[src/rtl/seg7_pkg.sv]
// Shared definitions for the 7-segment scan controller.
package seg7_pkg;

  localparam logic [6:0]  SEG_OFF_AH = 7'h00;
  localparam logic [6:0]  SEG_OFF_AL = 7'h7F;
  localparam int unsigned MAX_DIGITS = 8;

  typedef enum logic {
    S_BLANK,
    S_DRIVE
  } scan_state_t;

  // One-hot anode pattern for digit idx, inverted when the anodes are active-low.
  function automatic logic [MAX_DIGITS-1:0] an_onehot(input int unsigned idx,
                                                      input logic        active_low);
    logic [MAX_DIGITS-1:0] oh;
    oh = {{(MAX_DIGITS-1){1'b0}}, 1'b1} << idx;
    return active_low ? ~oh : oh;
  endfunction

endpackage

[src/rtl/seg7_decoder.sv]
// Hex nibble to 7-segment pattern (bit order gfedcba), selectable polarity.
module seg7_decoder
  import seg7_pkg::*;
(
  input  logic [3:0] hex,
  input  logic       seg_type,
  output logic [6:0] seg
);

  logic [6:0] pat;

  // Active-high glyph table, inverted for active-low segment drivers.
  always_comb begin
    pat = 7'h00;
    case (hex)
      4'h0: pat = 7'h3F;
      4'h1: pat = 7'h06;
      4'h2: pat = 7'h5B;
      4'h3: pat = 7'h4F;
      4'h4: pat = 7'h66;
      4'h5: pat = 7'h6D;
      4'h6: pat = 7'h7D;
      4'h7: pat = 7'h07;
      4'h8: pat = 7'h7F;
      4'h9: pat = 7'h6F;
      4'hA: pat = 7'h77;
      4'hB: pat = 7'h7C;
      4'hC: pat = 7'h39;
      4'hD: pat = 7'h5E;
      4'hE: pat = 7'h79;
      4'hF: pat = 7'h71;
      default: pat = 7'h00;
    endcase
    seg = seg_type ? ~pat : pat;
  end

endmodule

[src/rtl/seg7_scan_ctrl.sv]
// Time-multiplexed 7-segment scan controller with tear-free frame commit.
module seg7_scan_ctrl
  import seg7_pkg::*;
#(
  parameter int unsigned NUM_DIGITS    = 4,
  parameter int unsigned REFRESH_DIV   = 50000,
  parameter int unsigned BLANK_CYC     = 500,
  parameter int unsigned SEG_TYPE      = 1,
  parameter int unsigned AN_ACTIVE_LOW = 1
) (
  input  logic                    clk,
  input  logic                    rst,
  input  logic                    ld_valid,
  output logic                    ld_ready,
  input  logic [4*NUM_DIGITS-1:0] ld_data,
  input  logic [NUM_DIGITS-1:0]   blank_mask,
  output logic [6:0]              seg,
  output logic [NUM_DIGITS-1:0]   an
);

  localparam int unsigned CNT_W = (REFRESH_DIV > 1) ? $clog2(REFRESH_DIV) : 1;
  localparam int unsigned IDX_W = (NUM_DIGITS > 1) ? $clog2(NUM_DIGITS) : 1;

  localparam logic [CNT_W-1:0] CNT_LAST  = CNT_W'(REFRESH_DIV - 1);
  localparam logic [CNT_W-1:0] BLANK_END = CNT_W'(BLANK_CYC);
  localparam logic [IDX_W-1:0] IDX_LAST  = IDX_W'(NUM_DIGITS - 1);

  localparam logic                  SEG_AL  = (SEG_TYPE != 0);
  localparam logic                  AN_AL   = (AN_ACTIVE_LOW != 0);
  localparam logic [6:0]            SEG_OFF = SEG_AL ? SEG_OFF_AL : SEG_OFF_AH;
  localparam logic [NUM_DIGITS-1:0] AN_OFF  = AN_AL ? '1 : '0;

  localparam scan_state_t STATE_INIT = (BLANK_CYC > 0) ? S_BLANK : S_DRIVE;

  logic [CNT_W-1:0]        cnt;
  logic [CNT_W-1:0]        cnt_next;
  logic [IDX_W-1:0]        idx;
  scan_state_t             state;
  logic [4*NUM_DIGITS-1:0] disp_buf;
  logic [4*NUM_DIGITS-1:0] shadow;
  logic                    pending;

  logic                    slot_last;
  logic                    frame_last;
  logic [3:0]              nib;
  logic                    dig_masked;
  logic [6:0]              dec_seg;
  logic [MAX_DIGITS-1:0]   an_sel;

  // Slot/frame boundary detection and next prescaler value.
  always_comb begin
    slot_last  = (cnt == CNT_LAST);
    frame_last = slot_last && (idx == IDX_LAST);
    cnt_next   = slot_last ? '0 : cnt + 1'b1;
  end

  // Select the current digit's nibble and live blank bit; anode pattern for idx.
  always_comb begin
    nib        = '0;
    dig_masked = 1'b0;
    for (int unsigned k = 0; k < NUM_DIGITS; k++) begin
      if (idx == IDX_W'(k)) begin
        nib        = disp_buf[4*k +: 4];
        dig_masked = blank_mask[k];
      end
    end
    an_sel = an_onehot(32'(idx), AN_AL);
  end

  seg7_decoder u_dec (
    .hex      (nib),
    .seg_type (SEG_AL),
    .seg      (dec_seg)
  );

  // Prescaler and digit index.
  always_ff @(posedge clk) begin
    if (rst) begin
      cnt <= '0;
      idx <= '0;
    end else begin
      cnt <= cnt_next;
      if (slot_last) begin
        idx <= (idx == IDX_LAST) ? '0 : idx + 1'b1;
      end
    end
  end

  // Scan FSM: state tracks the blank/drive phase of cnt; seg/an are registered one cycle behind.
  always_ff @(posedge clk) begin
    if (rst) begin
      state <= STATE_INIT;
      seg   <= SEG_OFF;
      an    <= AN_OFF;
    end else begin
      state <= (cnt_next < BLANK_END) ? S_BLANK : S_DRIVE;
      if (state == S_DRIVE && !dig_masked) begin
        seg <= dec_seg;
        an  <= an_sel[NUM_DIGITS-1:0];
      end else begin
        seg <= SEG_OFF;
        an  <= AN_OFF;
      end
    end
  end

  // Load handshake into the shadow word; commit to the display buffer only at the frame boundary.
  // A word accepted on the boundary cycle itself has pending=0 there, so it waits a full frame.
  always_ff @(posedge clk) begin
    if (rst) begin
      disp_buf <= '0;
      shadow   <= '0;
      pending  <= 1'b0;
      ld_ready <= 1'b1;
    end else if (frame_last && pending) begin
      disp_buf <= shadow;
      pending  <= 1'b0;
      ld_ready <= 1'b1;
    end else if (ld_valid && ld_ready) begin
      shadow   <= ld_data;
      pending  <= 1'b1;
      ld_ready <= 1'b0;
    end
  end

  a_an_onehot0: assert property (@(posedge clk) disable iff (rst) $onehot0(an ^ AN_OFF));
  a_ready_pending: assert property (@(posedge clk) disable iff (rst) ld_ready == !pending);

endmodule
[config.mk]
export PLATFORM = sky130hd
export DESIGN_NAME = seg7_scan_ctrl
export DESIGN_NICKNAME = d
export VERILOG_FILES = /design/src/rtl/seg7_pkg.sv /design/src/rtl/seg7_decoder.sv /design/src/rtl/seg7_scan_ctrl.sv
export SDC_FILE = /design/constraint.sdc
export NUM_CORES = 1
export LEC_CHECK = 0
export CELL_PAD_IN_SITES_DETAIL_PLACEMENT = 1
export CELL_PAD_IN_SITES_GLOBAL_PLACEMENT = 2
export CORE_MARGIN = 1.5
export CORE_UTILIZATION = 34
export CTS_CLUSTER_DIAMETER = 120
export CTS_CLUSTER_SIZE = 30
export DETAILED_ROUTE_END_ITERATION = 12
export GPL_TIMING_DRIVEN = 0
export PLACE_DENSITY = 0.88
export SKIP_LAST_GASP = 1
export SYNTH_ARGS = -nofsm -noshare
export SYNTH_HDL_FRONTEND = slang
export SYNTH_SLANG_ARGS = --single-unit
[constraint.sdc]
create_clock -name clk -period 3.5 [get_ports clk]
set_clock_uncertainty 0.2 [all_clocks]
set_input_delay 0.7 -clock clk [delete_from_list [all_inputs] [get_ports clk]]
set_output_delay 0.7 -clock clk [all_outputs]
set_load 0.1 [all_outputs]
==> flow_summary.toml <==
[clock_tree]
clkTransAtPathRegs_ns = 0.07
numCtsBuffers = 9
cts_setup_buffers = 0
cts_resized = 0
ctsRootBufferMaster = "clkbuf_8"
htreeDepth = 3
clock_path_buffers = 2
cts.sinks = 64
tritoncts = "built"
insertion_delay_ns = 0.34
cts_hold_buf = 0

[synth]
synth_area_mm2 = 0.00299
ys_seq_area_share_pct = 42.9
synth_edf_count = 0
postSynthAreaPerCell_um2 = 8.74
yosys_warnings = 0
synth-seq-cells = 64
synthDistinctLibCells = 47
synth_fp_nets = 376
synthFlopType = "dfxtp_1"
async_reset_ff_share_pct = 0
syn_inst = 342

[cells_and_area]
nets = 420
final_area_mm2 = 0.00367
final_layout_size_suffix_gt1_share_pct = 7.95
n_antenna_cell = 0
final_cells = 498
syn_to_final_growth_pct = 22.9

[floorplanning]
rows = 34
die_h_um = 96.7
start_util_pct = 34.6
ios = 35
dieArea_mm2 = 0.00936
die_w_um = 96.7
coreArea_mm2 = 0.00864

[worst_setup_path]
end_kind = "flip-flop"
critPathArrivalTime_ns = 3.15
required_ns = 3.51
crit_type = "reg -> reg"
path_max_fanout = 10
start_kind = "flip-flop"

[power]
pwr_density_cell_mw_per_mm2 = 422
combPwrFrac_pct = 5.4
vdd_drop_max_mv = 0.197
p_clk_share_pct = 45.9
p_sw_w = 0.000327
power_leakage_nw = 1.43
p_sw_share_pct = 21.1
p_seq_share_pct = 48.7
p_int_w = 0.00122

[global_route]
grt_pass1_wl_mm = 12.2
gr-total-overflow = 0
grtUsageTotal_pct = 16.1
grt_max_degree = 11
antenna_found_initial = 0
grt_pass1_vias = 2538

[drt]
drtIter0Drc = 65
routedWlPerCell_um = 14.2
drt_pre_antenna_iters = 4
route.detailed.drc = 0
vias = 2479
routed_wl_mm = 7.07
vias_per_cell = 4.98
ant_nets = 0

[sta]
hold_viol_final = 0
fin_crit_sh_pct = 89.8
fmax_ghz = 0.318
period_needed_ns = 3.14
tns_ns = 0
rsz0062_at_grt = "no"
max_slew_margin_pct = 35.4
worst_slew_pin_slew_ns = 0.966
setup_viol_count_final = 0
holdWs_ns = 0.252
drv_slew = 0

[placement]
gp_congestion = 0.837
port_buffers = 33
dp_hpwl_mm = 5.26
postPlaceCellArea_mm2 = 0.00345
placed_cells = 483

[flow_run]
drv_cap = 0

[hold_path]
holdCritPathClass = "reg -> reg"

[outcome]
status = "completed"
-- synthesized netlist by cell type (all sizes together), types with 6 or more instances --
| master | number | share of area [%] |
|---|---|---|
| dfxtp | 64 | 43 |
| nand2 | 52 | 6.5 |
| nor2 | 40 | 5.1 |
| a21oi | 28 | 4.7 |
| mux2i | 21 | 7.0 |
| inv | 12 | 1.5 |
| buf | 11 | 2.7 |
| ha | 11 | 4.6 |
| xnor2 | 11 | 3.2 |
| clkbuf | 10 | 1.3 |
| nand3 | 10 | 1.7 |
| nand4 | 6 | 1.8 |
| nor2b | 6 | 1.3 |
| xor2 | 6 | 1.8 |
-- power by group through the flow --
stage | Combinational [W] | Sequential, W | Clock, W
3_5_place_dp | 0.0000853 | 0.000772 | 0
6_report | 0.0000837 | 0.000755 | 0.000711
4_1_cts | 0.0000858 | 0.000755 | 0.000733
2_1_floorplan | 0.0000426 | 0.000775 | 0
3_3_place_gp | 0.0000837 | 0.000771 | 0
5_1_grt | 0.0000923 | 0.000757 | 0.000758
-- critical path, cell delays in order (launching register included) --
cell	delay [ns]
dfxtp_1	0.40
ha_1	0.16
clkbuf_1	0.28
clkbuf_1	0.36
a21oi_1	0.08
a22oi_1	0.54
inv_1	0.18
ha_1	0.31
a311o_1	0.28
a21oi_1	0.11
o21ai_0	0.11
-- stage by stage --
| step | util [%] | total power [W] | worst slack, ns |
|---|---|---|---|
| global route | 42.5 | 0.00161 | 0.0665 |
| floorplan | - | 0.000817 | 0.908 |
| detailed placement | 40.0 | 0.000857 | 0.362 |
| finish | 42.5 | 0.00155 | 0.358 |
| global placement | 40.0 | 0.000855 | 0.452 |
| CTS | 42.5 | 0.00157 | 0.334 |
-- final cells by class --
class,instances,area (um^2)
fill,1030,4960
multi-input combinational,245,1540
sequential,64,1280
timing repair buffer,33,330
clock buffer,12,155
tap,108,135
buffer,21,119
clock inverter,3,65.1
inverter,12,45.0
-- registers in the layout (all words and copies together) (netlist names) --
register	flops
shadow	16
idx	2
ld_ready	1
an	4
cnt	16
seg	7
pending	1
disp_buf	16
state	1
-- cell usage in the layout, fill, tap and decap left out, drive strengths merged, types with 4 or more instances in the layout --
| master | instances |
|---|---|
| a21oi | 28 |
| buf | 11 |
| nand3 | 10 |
| o22ai | 5 |
| o21ai | 5 |
| nor2 | 40 |
| xor2 | 6 |
| dfxtp | 64 |
| nand4 | 6 |
| xnor2 | 11 |
| o211ai | 5 |
| clkdlybuf4s50 | 33 |
| inv | 12 |
| o221ai | 4 |
| ha | 11 |
| clkbuf | 22 |
| nor2b | 6 |
| nor3 | 5 |
| mux2i | 21 |
| nor4 | 4 |
| nand2 | 52 |
-- kinds of logic (layout without fill, tap and decap cells) --
| kind of cell | Yosys count | in the layout | synth area share (%) |
|---|---|---|---|
| XOR/XNOR | 17 | 17 | 4.98 |
| adder cells (fa/ha/maj) | 11 | 11 | 4.61 |
| multiplexers | 21 | 21 | 7.04 |
| AND/OR/NAND/NOR | 136 | 136 | 21.8 |
| AO/OA/AOI/OAI | 60 | 60 | 13.2 |
| flip-flops | 64 | 64 | 42.9 |
| buffers and inverters | 33 | 81 | 5.49 |
-- worst paths after layout --
| check | from | to | slack [ns] | cells past startpoint |
|---|---|---|---|---|
| setup / recovery | idx[0]$_SDFFE_PP0N_ | seg[3]$_SDFF_PP1_ | 0.36 | 10 |
| hold reg to reg | shadow[11]$_SDFFE_PP0P_ | disp_buf[11]$_SDFFE_PP0P_ | 0.25 | 2 |
| setup reg to reg | idx[0]$_SDFFE_PP0N_ | seg[3]$_SDFF_PP1_ | 0.36 | 10 |
| hold / removal | shadow[11]$_SDFFE_PP0P_ | disp_buf[11]$_SDFFE_PP0P_ | 0.25 | 2 |
-- metal layers --
layer	wire (um)	GRT usage, %	vias up
met5	0	0	-
met4	110	7.02	0
met3	185	3.47	12
met2	3600	29.1	35
met1	3170	18.2	1172
li1	-	-	1260
Note: power is estimated with default switching activity, not from simulation.
